===== src/rtl/vco_adc_pkg.sv =====
// ---------------------------------------------------------------------------
// vco_adc_pkg
// Shared definitions for the VCO phase-capture front end.
//   - Ring geometry (NSTAGE inverters, NPOS = 2*NSTAGE ring positions)
//   - Sample, address and synchroniser widths
//   - vcap_state_t : capture FSM states
//   - pos_diff_mod : forward distance between two ring positions, mod NPOS
// ---------------------------------------------------------------------------
package vco_adc_pkg;

    localparam int NSTAGE = 11;
    localparam int NPOS   = 2 * NSTAGE;
    localparam int POS_W  = 5;
    localparam int ACC_W  = 16;
    localparam int ADDR_W = 10;
    localparam int SYNC_N = 2;

    typedef enum logic [1:0] {
        IDLE = 2'd0,
        ARM  = 2'd1,
        RUN  = 2'd2,
        DONE = 2'd3
    } vcap_state_t;

    // Forward ring distance from prev to cur. The VCO never advances a full
    // turn in one clock, so the modular difference is the true advance.
    function automatic logic [POS_W-1:0] pos_diff_mod(input logic [POS_W-1:0] cur,
                                                      input logic [POS_W-1:0] prev);
        logic [POS_W:0] diff;
        if (cur >= prev) begin
            diff = {1'b0, cur} - {1'b0, prev};
        end else begin
            diff = {1'b0, cur} + (POS_W+1)'(NPOS) - {1'b0, prev};
        end
        return diff[POS_W-1:0];
    endfunction

endpackage


===== src/rtl/vco_phase_capture_if.sv =====
// ---------------------------------------------------------------------------
// vco_phase_capture_if
// SRAM write port of the capture block (two banks, shared address/data).
//   csb   : per-bank chip select, active-low
//   web   : per-bank write enable, active-low
//   addr  : word address
//   wmask : byte mask, all ones while a write is driven
//   data  : {sample_odd, sample_even}
// master = capture block, slave = SRAM macro side.
// ---------------------------------------------------------------------------
interface vco_phase_capture_if;
    import vco_adc_pkg::*;

    logic [1:0]        csb;
    logic [1:0]        web;
    logic [ADDR_W-1:0] addr;
    logic [3:0]        wmask;
    logic [31:0]       data;

    modport master (output csb, output web, output addr, output wmask, output data);
    modport slave  (input  csb, input  web, input  addr, input  wmask, input  data);
endinterface


===== src/rtl/vco_phase_decoder.sv =====
// ---------------------------------------------------------------------------
// vco_phase_decoder
// Synchronises the raw VCO tap vector and decodes it to a ring position.
//   clk, rst_n : clock, asynchronous active-low reset
//   phase_i    : raw taps, asynchronous to clk
//   pos_o      : registered ring position 0..NPOS-1 (held on an invalid code)
//   valid_o    : registered flag, high when the decoded code was valid
// Latency from phase_i to pos_o is SYNC_N+1 clocks.
// ---------------------------------------------------------------------------
module vco_phase_decoder
    import vco_adc_pkg::*;
#(
    parameter int SYNC_N = 2
) (
    input  logic              clk,
    input  logic              rst_n,
    input  logic [NSTAGE-1:0] phase_i,
    output logic [POS_W-1:0]  pos_o,
    output logic              valid_o
);

    logic [SYNC_N-1:0][NSTAGE-1:0] sync_q, sync_d;
    logic [NSTAGE-1:0]             taps;
    logic [NSTAGE-1:0]             match;
    logic [POS_W-1:0]              pos_q, pos_d;
    logic                          valid_q, valid_d;
    logic [POS_W-1:0]              hit_k;
    logic                          hit_v;
    logic                          code_ok;

    always_comb begin
        sync_d[0] = phase_i;
        for (int i = 1; i < SYNC_N; i++) begin
            sync_d[i] = sync_q[i-1];
        end
    end

    assign taps = sync_q[SYNC_N-1];

    // In a settled odd ring exactly one neighbour pair holds equal levels;
    // that pair marks where the edge currently sits.
    for (genvar gi = 0; gi < NSTAGE; gi++) begin : g_match
        localparam int PREV = (gi + NSTAGE - 1) % NSTAGE;
        assign match[gi] = (taps[gi] == taps[PREV]);
    end

    always_comb begin
        hit_k   = '0;
        hit_v   = 1'b0;
        for (int i = 0; i < NSTAGE; i++) begin
            if (match[i]) begin
                hit_k = POS_W'(i);
                hit_v = taps[i];
            end
        end
        code_ok = ($countones(match) == 1);
        valid_d = code_ok;
        pos_d   = pos_q;
        if (code_ok) begin
            // The level of the equal pair tells which half-turn the edge is in.
            pos_d = hit_k + (hit_v ? POS_W'(NSTAGE) : POS_W'(0));
        end
    end

    always_ff @(posedge clk or negedge rst_n) begin
        if (!rst_n) begin
            sync_q  <= '0;
            pos_q   <= '0;
            valid_q <= 1'b0;
        end else begin
            sync_q  <= sync_d;
            pos_q   <= pos_d;
            valid_q <= valid_d;
        end
    end

    assign pos_o   = pos_q;
    assign valid_o = valid_q;

endmodule


===== src/rtl/vco_phase_capture.sv =====
// ---------------------------------------------------------------------------
// vco_phase_capture
// One VCO channel: decode ring position, accumulate position deltas over a
// decimation window, pack two 16-bit samples per word and write them to SRAM.
//   wb_clk_i, wb_rst_ni : clock, asynchronous active-low reset
//   phase_i             : raw VCO taps
//   start_i / stop_i    : begin capture / abort (stop wins)
//   decim_i, len_i      : window length (0 -> 1), word count (0 -> 1024), latched at start
//   bank_i              : target SRAM bank, latched at start
//   irq_clr_i           : clears irq_o
//   busy_o, irq_o       : capture in progress / capture complete
//   err_cnt_o           : invalid phase codes seen during the capture, saturating
//   mem                 : SRAM write port
// ---------------------------------------------------------------------------
module vco_phase_capture
    import vco_adc_pkg::*;
#(
    parameter int SYNC_N = 2
) (
    input  logic                       wb_clk_i,
    input  logic                       wb_rst_ni,
    input  logic [NSTAGE-1:0]          phase_i,
    input  logic                       start_i,
    input  logic                       stop_i,
    input  logic [7:0]                 decim_i,
    input  logic [ADDR_W-1:0]          len_i,
    input  logic                       bank_i,
    input  logic                       irq_clr_i,
    output logic                       busy_o,
    output logic                       irq_o,
    output logic [7:0]                 err_cnt_o,
    vco_phase_capture_if.master        mem
);

    localparam int ARM_W = $clog2(SYNC_N + 1);

    logic [POS_W-1:0]  pos;
    logic              pos_valid;

    vcap_state_t       state_q, state_d;
    logic [ARM_W-1:0]  arm_cnt_q, arm_cnt_d;
    logic [POS_W-1:0]  pos_prev_q, pos_prev_d;
    logic [ACC_W-1:0]  acc_q, acc_d;
    logic [7:0]        win_cnt_q, win_cnt_d;
    logic [7:0]        decim_q, decim_d;
    logic [ADDR_W-1:0] len_q, len_d;
    logic              bank_q, bank_d;
    logic [ADDR_W-1:0] word_q, word_d;
    logic              half_q, half_d;
    logic [ACC_W-1:0]  even_q, even_d;
    logic              irq_q, irq_d;
    logic [7:0]        err_cnt_q, err_cnt_d;
    logic [1:0]        csb_q, csb_d;
    logic [1:0]        web_q, web_d;
    logic [ADDR_W-1:0] addr_q, addr_d;
    logic [3:0]        wmask_q, wmask_d;
    logic [31:0]       data_q, data_d;

    logic [POS_W-1:0]  delta;
    logic [ACC_W:0]    sum;
    logic [ACC_W-1:0]  sample;
    logic              busy;

    vco_phase_decoder #(.SYNC_N(SYNC_N)) u_dec (
        .clk     (wb_clk_i),
        .rst_n   (wb_rst_ni),
        .phase_i (phase_i),
        .pos_o   (pos),
        .valid_o (pos_valid)
    );

    assign busy = (state_q == ARM) || (state_q == RUN);

    always_comb begin
        state_d    = state_q;
        arm_cnt_d  = arm_cnt_q;
        pos_prev_d = pos;
        acc_d      = acc_q;
        win_cnt_d  = win_cnt_q;
        decim_d    = decim_q;
        len_d      = len_q;
        bank_d     = bank_q;
        word_d     = word_q;
        half_d     = half_q;
        even_d     = even_q;
        irq_d      = irq_q & ~irq_clr_i;
        err_cnt_d  = err_cnt_q;
        csb_d      = 2'b11;
        web_d      = 2'b11;
        wmask_d    = 4'h0;
        addr_d     = addr_q;
        data_d     = data_q;

        delta  = pos_diff_mod(pos, pos_prev_q);
        sum    = {1'b0, acc_q} + (ACC_W+1)'(delta);
        sample = sum[ACC_W] ? {ACC_W{1'b1}} : sum[ACC_W-1:0];

        if (busy && !pos_valid && (err_cnt_q != 8'hFF)) begin
            err_cnt_d = err_cnt_q + 8'd1;
        end

        case (state_q)
            IDLE, DONE: begin
                if (start_i && !stop_i) begin
                    state_d   = ARM;
                    arm_cnt_d = '0;
                    decim_d   = (decim_i == 8'd0) ? 8'd1 : decim_i;
                    len_d     = len_i;
                    bank_d    = bank_i;
                    err_cnt_d = 8'd0;
                    acc_d     = '0;
                    win_cnt_d = 8'd0;
                    word_d    = '0;
                    half_d    = 1'b0;
                end
            end
            ARM: begin
                // Wait for the synchroniser/decoder pipeline to carry the
                // current phase before deltas are trusted.
                acc_d     = '0;
                win_cnt_d = 8'd0;
                word_d    = '0;
                half_d    = 1'b0;
                if (stop_i) begin
                    state_d = IDLE;
                end else if (arm_cnt_q == ARM_W'(SYNC_N)) begin
                    state_d = RUN;
                end else begin
                    arm_cnt_d = arm_cnt_q + ARM_W'(1);
                end
            end
            RUN: begin
                if (stop_i) begin
                    state_d = IDLE;
                    half_d  = 1'b0;
                end else if (win_cnt_q == decim_q - 8'd1) begin
                    // Terminal clock: the sample includes this clock's delta and
                    // the next window starts from zero on the following clock.
                    acc_d     = '0;
                    win_cnt_d = 8'd0;
                    if (!half_q) begin
                        even_d = sample;
                        half_d = 1'b1;
                    end else begin
                        half_d  = 1'b0;
                        csb_d   = bank_q ? 2'b01 : 2'b10;
                        web_d   = bank_q ? 2'b01 : 2'b10;
                        wmask_d = 4'hF;
                        addr_d  = word_q;
                        data_d  = {sample, even_q};
                        word_d  = word_q + ADDR_W'(1);
                        // len 0 wraps to 1023 here, giving a full 1024-word capture.
                        if (word_q == len_q - ADDR_W'(1)) begin
                            state_d = DONE;
                            irq_d   = 1'b1;
                        end
                    end
                end else begin
                    acc_d     = sample;
                    win_cnt_d = win_cnt_q + 8'd1;
                end
            end
            default: state_d = IDLE;
        endcase
    end

    always_ff @(posedge wb_clk_i or negedge wb_rst_ni) begin
        if (!wb_rst_ni) begin
            state_q    <= IDLE;
            arm_cnt_q  <= '0;
            pos_prev_q <= '0;
            acc_q      <= '0;
            win_cnt_q  <= 8'd0;
            decim_q    <= 8'd1;
            len_q      <= '0;
            bank_q     <= 1'b0;
            word_q     <= '0;
            half_q     <= 1'b0;
            even_q     <= '0;
            irq_q      <= 1'b0;
            err_cnt_q  <= 8'd0;
            csb_q      <= 2'b11;
            web_q      <= 2'b11;
            wmask_q    <= 4'h0;
            addr_q     <= '0;
            data_q     <= '0;
        end else begin
            state_q    <= state_d;
            arm_cnt_q  <= arm_cnt_d;
            pos_prev_q <= pos_prev_d;
            acc_q      <= acc_d;
            win_cnt_q  <= win_cnt_d;
            decim_q    <= decim_d;
            len_q      <= len_d;
            bank_q     <= bank_d;
            word_q     <= word_d;
            half_q     <= half_d;
            even_q     <= even_d;
            irq_q      <= irq_d;
            err_cnt_q  <= err_cnt_d;
            csb_q      <= csb_d;
            web_q      <= web_d;
            wmask_q    <= wmask_d;
            addr_q     <= addr_d;
            data_q     <= data_d;
        end
    end

    assign busy_o    = busy;
    assign irq_o     = irq_q;
    assign err_cnt_o = err_cnt_q;
    assign mem.csb   = csb_q;
    assign mem.web   = web_q;
    assign mem.wmask = wmask_q;
    assign mem.addr  = addr_q;
    assign mem.data  = data_q;

endmodule


===== src/flat_wrapper.sv =====
// flat-port wrapper written by rule: the top's interface ports become plain ports
module vco_phase_capture_flat import vco_adc_pkg::*;
#(
    parameter int SYNC_N = 2
)
  (wb_clk_i, wb_rst_ni, phase_i, start_i, stop_i, decim_i, len_i, bank_i, irq_clr_i, busy_o, irq_o, err_cnt_o, mem_csb, mem_web, mem_addr, mem_wmask, mem_data);
  vco_phase_capture_if mem_i ();
  input  logic wb_clk_i;
  input  logic wb_rst_ni;
  input  logic [NSTAGE-1:0] phase_i;
  input  logic start_i;
  input  logic stop_i;
  input  logic [7:0] decim_i;
  input  logic [ADDR_W-1:0] len_i;
  input  logic bank_i;
  input  logic irq_clr_i;
  output logic busy_o;
  output logic irq_o;
  output logic [7:0] err_cnt_o;
  output wire logic [$bits(mem_i.csb)-1:0] mem_csb;
  output wire logic [$bits(mem_i.web)-1:0] mem_web;
  output wire logic [$bits(mem_i.addr)-1:0] mem_addr;
  output wire logic [$bits(mem_i.wmask)-1:0] mem_wmask;
  output wire logic [$bits(mem_i.data)-1:0] mem_data;
  assign mem_csb = mem_i.csb;
  assign mem_web = mem_i.web;
  assign mem_addr = mem_i.addr;
  assign mem_wmask = mem_i.wmask;
  assign mem_data = mem_i.data;
  vco_phase_capture #(.SYNC_N(SYNC_N)) u_core (.wb_clk_i(wb_clk_i), .wb_rst_ni(wb_rst_ni), .phase_i(phase_i), .start_i(start_i), .stop_i(stop_i), .decim_i(decim_i), .len_i(len_i), .bank_i(bank_i), .irq_clr_i(irq_clr_i), .busy_o(busy_o), .irq_o(irq_o), .err_cnt_o(err_cnt_o), .mem(mem_i));
endmodule

===== config.mk =====
export PLATFORM = sky130hd
export DESIGN_NAME = vco_phase_capture_flat
export DESIGN_NICKNAME = d
export VERILOG_FILES = /design/src/rtl/vco_adc_pkg.sv /design/src/rtl/vco_phase_capture_if.sv /design/src/rtl/vco_phase_decoder.sv /design/src/rtl/vco_phase_capture.sv /design/src/flat_wrapper.sv
export SDC_FILE = /design/constraint.sdc
export NUM_CORES = 1
export LEC_CHECK = 0
export ABC_AREA = 1
export CORE_ASPECT_RATIO = 1.25
export CORE_UTILIZATION = 45
export DETAILED_ROUTE_END_ITERATION = 16
export GPL_TIMING_DRIVEN = 0
export PLACE_DENSITY = 0.67
export RECOVER_POWER = 50
export SYNTH_ARGS = -nofsm -noshare
export SYNTH_HDL_FRONTEND = slang
export SYNTH_SLANG_ARGS = --single-unit
export TNS_END_PERCENT = 30

===== constraint.sdc =====
create_clock -name wb_clk_i -period 8 [get_ports wb_clk_i]
set_input_delay 1.6 -clock wb_clk_i [delete_from_list [all_inputs] [get_ports wb_clk_i]]
set_output_delay 1.6 -clock wb_clk_i [all_outputs]
set_load 0.1 [all_outputs]

# Yosys cells after proc, flatten, opt, wreduce, memory -nomap -nowiden
# Index checks and enable logic that the tools add are counted.
[op_classes]
addsub = 21
order_cmp = 1
eq_ne = 29
n_mux = 72
bitwise = 4
reduce_logical = 18
[ops]
columns = ["op", "n"]
rows = [
  ["16-bit 2-to-1 mux", 4],
  ["8-bit 2-to-1 mux", 7],
  ["5-bit 2-to-1 mux", 10],
  ["16-bit one-hot mux with 3 select lines", 1],
  ["10-bit 2-to-1 mux", 4],
  ["2-bit 2-to-1 mux", 15],
  ["10-bit one-hot mux with 3 select lines", 1],
  ["8-bit one-hot mux with 3 select lines", 1],
  ["1-bit 2-to-1 mux", 21],
  ["4-bit 2-to-1 mux", 5],
  ["16-bit by 5-bit adder with 17-bit output", 1],
  ["8-bit by 1-bit adder with 8-bit output (second input constant)", 2],
  ["4-bit AND reduction", 4],
  ["1-bit equality test", 11],
  ["1-bit by 1-bit adder with 2-bit output", 5],
  ["10-bit by 1-bit adder with 10-bit output (second input constant)", 1],
  ["10-bit equality test", 1],
  ["10-bit by 1-bit subtractor with 10-bit output (second input constant)", 1],
  ["5-bit subtractor", 2],
  ["3-bit != test (second input constant)", 3],
  ["8-bit equality test", 1],
  ["8-bit zero test", 1],
  ["2-bit != test (second input constant)", 4],
  ["8-bit != test (second input constant)", 1],
  ["27 further kinds", 38],
]
[totals]
ff_bits = 164
input_bits = 35
out_inout_bits = 60

# Logic depth before layout (Yosys ltp)
# Gate-level depths: netlist (run 1).
[logic_depth]
depth_word = 14
depth_mapped = 20
depth_no_buf = 20

# Modules after synthesis
# Synthesis (run 1) repeated with hierarchy kept, for this count alone.
[unflattened]
cells_unflattened = 1022
area_unflattened_um2 = 8414.3
[by_module_without_submodules]
columns = ["mod", "instances", "cells_each", "area_per_inst_um2", "seq_area_each_um2"]
rows = [
  ["vco_phase_capture", 1, 859, 6925.4, 3331.9],
  ["vco_phase_decoder", 1, 163, 1488.9, 700.7],
]

# Least setup slack after synthesis (run 1)
# No wires, ideal clock.
[synth_path]
path_type = "reg-to-reg"
from = "reg u_core.u_dec.sync_q, in the netlist u_core.u_dec.taps[1]"
to = "reg u_core.u_dec.pos_q[4], in the netlist u_core.u_dec.pos_o[4]"
setup_ps = 122
arrival_time_ps = 3713
slack_ps = 4165
stages_incl_launch_ff = 14
path_buffers = 0
synth_period_minus_slack_ps = 3835
path_cell_list = "dfrtp_1 or2_2 nand2_1 fa_1 fa_1 inv_1 fa_1 fa_1 inv_1 fa_1 nor3_1 inv_1 nor2_1 a21oi_1"
[synth_via]
elab_cells_between_ends = 30
cone_classes = "add/sub (6); eq/ne (3); mux (21)"
[synth_lines]
columns = ["element", "line", "rtl"]
rows = [
  ["start, declared", "vco_phase_decoder.sv:22", "logic [SYNC_N-1:0][NSTAGE-1:0] sync_q, sync_d;"],
  ["start signal, assigned", "vco_phase_decoder.sv:71", "sync_q <= sync_d;"],
  ["1-bit equality test", "vco_phase_decoder.sv:44", "assign match[gi] = (taps[gi] == taps[PREV]);"],
  ["1-bit by 1-bit adder with 2-bit output (implied by the code)", "vco_phase_decoder.sv:56", "code_ok = ($countones(match) == 1);"],
  ["2-bit by 2-bit adder with 3-bit output (implied by the code) (*)", "vco_phase_decoder.sv:56", ""],
  ["3-bit by 3-bit adder with 4-bit output (implied by the code) (*)", "vco_phase_decoder.sv:56", ""],
  ["4-bit by 3-bit adder with 5-bit output (implied by the code) (*)", "vco_phase_decoder.sv:56", ""],
  ["5-bit by 1-bit equality test with 1-bit output (*)", "vco_phase_decoder.sv:56", ""],
  ["net u_core.u_dec.code_ok", "vco_phase_decoder.sv:29", "logic code_ok;"],
  ["end signal, assigned", "vco_phase_decoder.sv:72", "pos_q <= pos_d;"],
  ["end, declared", "vco_phase_decoder.sv:25", "logic [POS_W-1:0] pos_q, pos_d;"],
]
# Mark *: on every way through the listed nets, which the timed path passes. The rest lies on a longest branch.
# A chain may end at the register's enable or synchronous reset.

# Final worst setup path (run 1)
[layout_path]
from = "reg u_core.u_dec.sync_q, in the netlist u_core.u_dec.taps[2]"
to = "reg u_core.u_dec.pos_q[4], in the netlist u_core.u_dec.pos_o[4]"
[layout_via]
elab_cells_between_ends = 27
cone_classes = "add/sub (5); eq/ne (3); mux (19)"
[layout_lines]
columns = ["element", "line"]
rows = [
  ["1-bit equality test", "vco_phase_decoder.sv:44"],
  ["1-bit by 1-bit adder with 2-bit output (implied by the code) (*)", "vco_phase_decoder.sv:56"],
  ["2-bit by 2-bit adder with 3-bit output (implied by the code) (*)", "vco_phase_decoder.sv:56"],
  ["3-bit by 3-bit adder with 4-bit output (implied by the code) (*)", "vco_phase_decoder.sv:56"],
  ["4-bit by 3-bit adder with 5-bit output (implied by the code) (*)", "vco_phase_decoder.sv:56"],
  ["5-bit by 1-bit equality test with 1-bit output (*)", "vco_phase_decoder.sv:56"],
  ["net u_core.u_dec.code_ok", "vco_phase_decoder.sv:29"],
]
# Marked as above.

==> impl_metrics.ini, run 1 <==
[outcome]
outcome = finished, violations left
violations = max-capacitance violations, max-slew violations

[global_route]
grt_usage_pct = 20.2
first_global_vias = 6606
grt_max_degree = 112
antenna_found_initial = 0
overflow = 0
grt_pass1_wl_um = 30500

[drt]
post_drt_wl_per_cell_um = 12.7
detail-route-antenna-nets = 0
wl_um = 17400
drcViolationCount = 0
firstDrtPassIters = 4
vias = 6717
via_per_inst = 4.90
drt_iter0_markers = 335

[synth]
synth_area_per_cell_um2 = 8.21
synth_cell_types = 43
synth_cells = 1017
async_flop_share_pct = 100
syn_nets = 1092
ys_seq_area_share_pct = 48.3
synthFlopType = dfrtp_1
yosysWarnings = 0
synth_enable_flop_cells = 0
synth_seq_cells = 161
syn-cell-area_um2 = 8350

[critical_path]
rr_worst_depth = 13
crit_fanout = 7
cp_data_arrival_time_ns = 4.54
r2r_setup_slack_ns = 3.76
cp.required_ns = 8.31
endpoint_kind = register
critPathLaunchType = register
reg2reg_from = u_core.u_dec.taps[2]
critPathKind = reg2reg
r2r_end = u_core.u_dec.pos_o[4]

[final_layout]
fin_nets = 1206
final-instance-count-excl-fill = 1372
area_growth_pct = 21.9
fin_util_pct = 56.0
final_cell_area_um2 = 10200
fillers = 1677
drive_above_1_share_pct = 6.38
antenna_cells = 0

[placed_design]
dp_cells = 1340
gp_congestion = 0.830
hpwl_um = 13100
dpl-instance-area_um2 = 9610
port_buffers = 94

[hold_path]
holdCritPathClass = reg2reg
holdPathStages = 0
min_to = u_core.u_dec.taps[9]
min-delay-start = u_core.u_dec.sync_d[20]

[sta]
finalSetupViolations = 0
timing.hold.ws_ns = 0.348
hold_violations = 0
max_freq_mhz = 236
rsz0062_at_grt = false
slew-limit-headroom_pct = -81.7
skew_ns = 0.00970
tightest_slew_ns = 2.73
fin_crit_sh_pct = 53.0
maxSlewViolCount = 51
period_minus_slack_ns = 4.24

[clock_tree]
numCtsBuffers = 17
clock_latency_ns = 0.43
htreeDepth = 4
cts_sinks = 161
cts_tree = built
cts_hold_buf = 0
postCtsSetupBuffers = 0
path_clk_slew_ns = 0.06
clockRootBuffer = clkbuf_16
ctsResizeCount = 0
cts_buffer_depth = 2

[pwr]
internal_power_uw = 1880
power_uw = 3300
netSwitchingFraction_pct = 43.0
pwr-share-seq_pct = 32.0
p_clk_share_pct = 24.1
p_comb_share_pct = 43.9
leakage_uw = 0.00490
p_per_area_nw_per_um2 = 324
irDropWorstVdd_v = 0.000372
p_sw_uw = 1420

[die]
dieArea_um2 = 19100
die_y_um = 154
io_pins = 95
num_rows = 55
coreArea_um2 = 18200
die_w_um = 124
initial_utilization_pct = 46.0

[run]
cap_violations = 1
==> metrics by stage <==
step           setup WS [ns]  setup TNS [ns]
2_1_floorplan           4.16               0
3_3_place_gp           -1.25         -194.37
3_5_place_dp            3.75               0
4_1_cts                 3.71               0
5_1_grt                 3.47               0
6_report                3.76               0
==> layout by cell type (no fill, tap or decap), types with 3 or more instances in the layout <==
cell | synthesis | layout
a21oi_1 | 20 | 20
buf_2 | 5 | 5
buf_4 | 6 | 6
buf_6 | 3 | 3
clkbuf_1 | 14 | 15
clkbuf_16 | 0 | 17
clkdlybuf4s50_1 | 0 | 81
clkinv_4 | 0 | 4
clkinvlp_4 | 0 | 3
dfrtp_1 | 158 | 158
dfstp_2 | 3 | 3
dlygate4sd3_1 | 0 | 12
fa_1 | 12 | 12
ha_1 | 28 | 28
inv_1 | 129 | 129
inv_2 | 3 | 3
inv_6 | 0 | 3
inv_8 | 0 | 3
nand2_1 | 311 | 311
nand3_1 | 35 | 35
nand3b_1 | 3 | 3
nand4_1 | 7 | 7
nor2_1 | 83 | 83
nor3_1 | 12 | 12
o21ai_0 | 72 | 72
o21ai_1 | 20 | 20
o22ai_1 | 11 | 11
o31ai_1 | 3 | 3
or2_1 | 3 | 3
or2_2 | 12 | 12
xnor2_1 | 14 | 14
xor2_1 | 29 | 29
==> layer usage <==
metal  GRT usage (%)  part of all wire, %
met1            25.6                   45
met4            6.02                  1.4
met3            3.32                  3.3
met2            34.9                   51
met5               0                    0
==> flip-flops by register name (all words and copies together), names as in the netlist, 8 cells and up <==
register,flops
u_core.u_dec.sync_d,11
u_core.mem.data,32
u_core.mem.addr,10
u_core.decim_q,8
u_core.word_q,10
u_core.u_dec.taps,11
u_core.err_cnt_o,8
u_core.win_cnt_q,8
u_core.acc_q,16
u_core.len_q,10
u_core.even_q,16
==> worst max-delay path by stage <==
stage | start | to | slack, ns | cells past startpoint
2_1_floorplan | u_core.u_dec.taps[1] | u_core.u_dec.pos_o[4] | 4.16 | 13
3_3_place_gp | wb_rst_ni | u_core.mem.wmask[2] | -1.25 | 1
3_5_place_dp | u_core.u_dec.taps[2] | u_core.u_dec.pos_o[4] | 3.75 | 13
4_1_cts | u_core.u_dec.taps[2] | u_core.u_dec.pos_o[4] | 3.71 | 13
5_1_grt | u_core.u_dec.taps[1] | u_core.u_dec.pos_o[3] | 3.47 | 15
6_report | u_core.u_dec.taps[2] | u_core.u_dec.pos_o[4] | 3.76 | 13
==> logic make-up after synthesis <==
| logic type | Yosys count | share of synthesized area (%) |
|---|---|---|
| AO/OA/AOI/OAI | 137 | 8.90 |
| XOR/XNOR | 43 | 4.51 |
| adder cells (fa/ha/maj) | 40 | 7.07 |
| buffers and inverters | 161 | 7.85 |
| flip-flops | 161 | 48.3 |
| multiplexers | 1 | 0.120 |
| AND/OR/NAND/NOR | 474 | 23.3 |
==> final cells by class <==
class	instances	area [um^2]	area share (%)
plain buffers	28	156	1.54
clock inverters	15	153	1.50
repair buffers	95	962	9.45
clock buffers	17	425	4.18
multi-input cells	695	3670	36.0
flip-flops and latches	161	4030	39.6
well taps	228	285	2.80
inverters	133	499	4.90
==> synthesized netlist by cell type (2+ instances only) <==
cell type | number | share of area, %
a211oi_1 | 2 | 0.18
a21oi_1 | 20 | 1.2
buf_2 | 5 | 0.30
buf_4 | 6 | 0.54
buf_6 | 3 | 0.40
clkbuf_1 | 14 | 0.63
dfrtp_1 | 158 | 47
dfstp_2 | 3 | 0.94
fa_1 | 12 | 2.9
ha_1 | 28 | 4.2
inv_1 | 129 | 5.8
inv_2 | 3 | 0.13
nand2_1 | 311 | 14
nand3_1 | 35 | 2.1
nand3_2 | 2 | 0.24
nand3b_1 | 3 | 0.27
nand4_1 | 7 | 0.52
nor2_1 | 83 | 3.7
nor2_2 | 2 | 0.15
nor3_1 | 12 | 0.72
o21ai_0 | 72 | 4.3
o21ai_1 | 20 | 1.2
o22ai_1 | 11 | 0.82
o31ai_1 | 3 | 0.27
or2_1 | 3 | 0.22
or2_2 | 12 | 0.90
xnor2_1 | 14 | 1.5
xor2_1 | 29 | 3.0
==> power groups by stage <==
stage,clock [uW],combinational (uW),sequential (uW)
global route,845,1650,1070
floorplan,0,998,1170
global placement,0,1430,1070
CTS,807,1470,1050
detailed placement,0,1450,1070
finish,793,1450,1050
==> worst max-delay path, stage by stage (launching register included) <==
cell	delay, ns
dfrtp_1	0.40
or2_2	0.31
nand2_1	0.12
fa_1	0.44
fa_1	0.51
inv_1	0.05
fa_1	0.47
fa_1	0.37
inv_1	0.10
fa_1	0.41
nor3_1	0.49
inv_1	0.23
nor2_1	0.13
a21oi_1	0.08
(Power assumes the default switching activity.)
==> inputs of run 2 (changes only) <==
Settings changed: PLACE_DENSITY 0.67 to 0.7.
Clock period 8 ns to 3.48 ns, I/O delays scaled along.
==> run 2 against run 1 <==
Net effect: the flow finishes with violations (max-capacitance violations, max-slew violations, negative setup slack); register-to-register slack lost 4.0 ns; fmax up 14%; hold slack worse by 0.0013 ns.
==> impl_metrics.ini, run 2 (synthesis gave the netlist of run 1 again) <==
[clock_tree]
cts_hold_buf = 0
clock_latency_ns = 0.43
path_clk_slew_ns = 0.07
numCtsBuffers = 17
clockRootBuffer = clkbuf_16
htreeDepth = 4
cts_sinks = 161
cts_tree = built
cts_buffer_depth = 2

[critical_path]
cp_slowest_cell = fa_1
cp_data_arrival_time_ns = 4.01
timing.critical_path.cells = ha_1 -> inv_1 -> fa_1 -> fa_1 -> inv_1 -> fa_1 -> fa_2 -> inv_2 -> fa_1 -> nor3_4 -> inv_2 -> nor2_1 -> a21oi_1
critical_path.max_stage_delay_ns = 0.51
crit_fanout = 7
critPathLaunchType = register
crit_buf_inv = 4
cpMostUsedCell = fa_1
cp.required_ns = 3.79
critPathKind = reg2reg
crit_family = adder cells
endpoint_kind = register

[global_route]
antenna_found_initial = 0
first_global_vias = 6624
grt_usage_pct = 20.1
grt_pass1_wl_um = 30300
overflow = 0
grt_max_degree = 109

[drt]
vias = 6819
post_drt_wl_per_cell_um = 12.7
drt_iter0_markers = 435
drcViolationCount = 0
firstDrtPassIters = 4
detail-route-antenna-nets = 0
wl_um = 17600
via_per_inst = 4.92

[pwr]
power_uw = 7900
leakage_uw = 0.00503
p_comb_share_pct = 45.5
irDropWorstVdd_v = 0.000859
internal_power_uw = 4540
p_per_area_nw_per_um2 = 757
p_sw_uw = 3360
netSwitchingFraction_pct = 42.5
p_clk_share_pct = 23.8
pwr-share-seq_pct = 30.8

[sta]
period_minus_slack_ns = 3.70
maxSlewViolCount = 54
hold_violations = 0
max_freq_mhz = 270
setup-tns-final_ns = -1.11
slew-limit-headroom_pct = -91.4
finalSetupViolations = 6
tightest_slew_ns = 2.87
rsz0062_at_grt = true
skew_ns = 0.0104
fin_ws_ns = -0.221
fin_crit_sh_pct = 106

[placed_design]
hpwl_um = 13100
port_buffers = 94
gp_congestion = 0.836
pre_cts_ws_ns = -0.404

[final_layout]
fillers = 1638
fin_util_pct = 57.4
final_common_cell = nand2_1
fin_nets = 1220
area_growth_pct = 24.8
drive_above_1_share_pct = 9.84
mostFrequentLayoutCells = nand2_1, dfrtp_1, inv_1, clkdlybuf4s50_1, nor2_1
antenna_cells = 0
largest_reg_flops = 32

[die]
coreArea_um2 = 18200
dieArea_um2 = 19100
io_pins = 95
num_rows = 55
die_w_um = 124
die_y_um = 154
initial_utilization_pct = 46.0

[outcome]
violations = max-capacitance violations, max-slew violations, negative setup slack
outcome = finished, violations left

[run]
cap_violations = 1

[hold_path]
holdCritPathClass = reg2reg
## run 2: changes by cell type in the layout (fill, tap and decap cells not counted), moves of 3 or more
cell / delta
inv_2: +3
buf_4: +13
nor2_1: -7
nor3_1: -3
nand2_1: -4
inv_1: -3
inv_8: -3
nor2_2: +5
nand2_2: +4
## run 2: final cells by class
cell class / instances / area (um^2) / share of cell area (%)
Clock inverter: 14 / 158 / 1.51
Buffer: 28 / 156 / 1.50
Clock buffer: 18 / 439 / 4.21
Inverter: 133 / 500 / 4.80
Tap cell: 228 / 285 / 2.74
Multi-Input combinational cell: 695 / 3790 / 36.4
Sequential cell: 161 / 4030 / 38.7
Timing Repair Buffer: 108 / 1060 / 10.2
Timing Repair inverter: 1 / 3.75 / 0.0360
## run 2: per-layer routing
layer	vias to the layer above	share of wire, %	GRT usage, %
met3	23	3.8	4.28
met2	134	51	35.0
met4	0	1.2	5.74
met5	-	0	0
li1	3458	-	-
met1	3204	44	24.8
## run 2: worst register-to-register path, cell delays in order, from the launching register on
cell and delay, ns:
dfrtp_1 0.40, ha_1 0.31, inv_1 0.07, fa_1 0.44
fa_1 0.51, inv_1 0.05, fa_1 0.46, fa_2 0.35
inv_2 0.07, fa_1 0.45, nor3_4 0.23, inv_2 0.10
nor2_1 0.09, a21oi_1 0.06
## run 2: power groups by stage
stage | Clock, uW | Combinational [uW] | Sequential [uW]
after global placement | 0 | 3310 | 2450
after global routing | 1990 | 4070 | 2470
after floorplan | 0 | 2310 | 2690
after detailed placement | 0 | 3370 | 2460
after CTS | 1920 | 3450 | 2430
final | 1880 | 3590 | 2430
## run 2: stage by stage
| stage | instances | hold slack [ns] | instance area, um^2 |
|---|---|---|---|
| after floorplan | 1017 | 0.331 | 8370 |
| final | 1386 | 0.346 | 10400 |
| after detailed placement | 1340 | 0.335 | 9630 |
| after global routing | 1386 | 0.363 | 10400 |
| after CTS | 1380 | 0.182 | 10300 |
| after global placement | 1339 | 0.331 | 9590 |
## run 2: path summary, 6_finish.rpt
check | to | from | slack (ns) | depth (start not counted)
min in group asynchronous | u_core.err_cnt_o[4] | wb_rst_ni | 1.19 | 1
max reg2reg | u_core.u_dec.pos_o[4] | u_core.u_dec.taps[0] | -0.22 | 13
max | u_core.u_dec.pos_o[4] | u_core.u_dec.taps[0] | -0.22 | 13
max in group asynchronous | u_core.u_dec.pos_o[2] | wb_rst_ni | 0.66 | 1
min reg2reg | u_core.u_dec.taps[2] | u_core.u_dec.sync_d[13] | 0.35 | 0
min | u_core.u_dec.taps[2] | u_core.u_dec.sync_d[13] | 0.35 | 0
## run 2: timing repair
item,4_1_cts,5_1_grt
resized for setup,9,22
pin swaps,4,3
hold endpoints to repair,0,0
endpoints found under the setup margin,52,54
cloned,1,0
buffers inserted,7,6
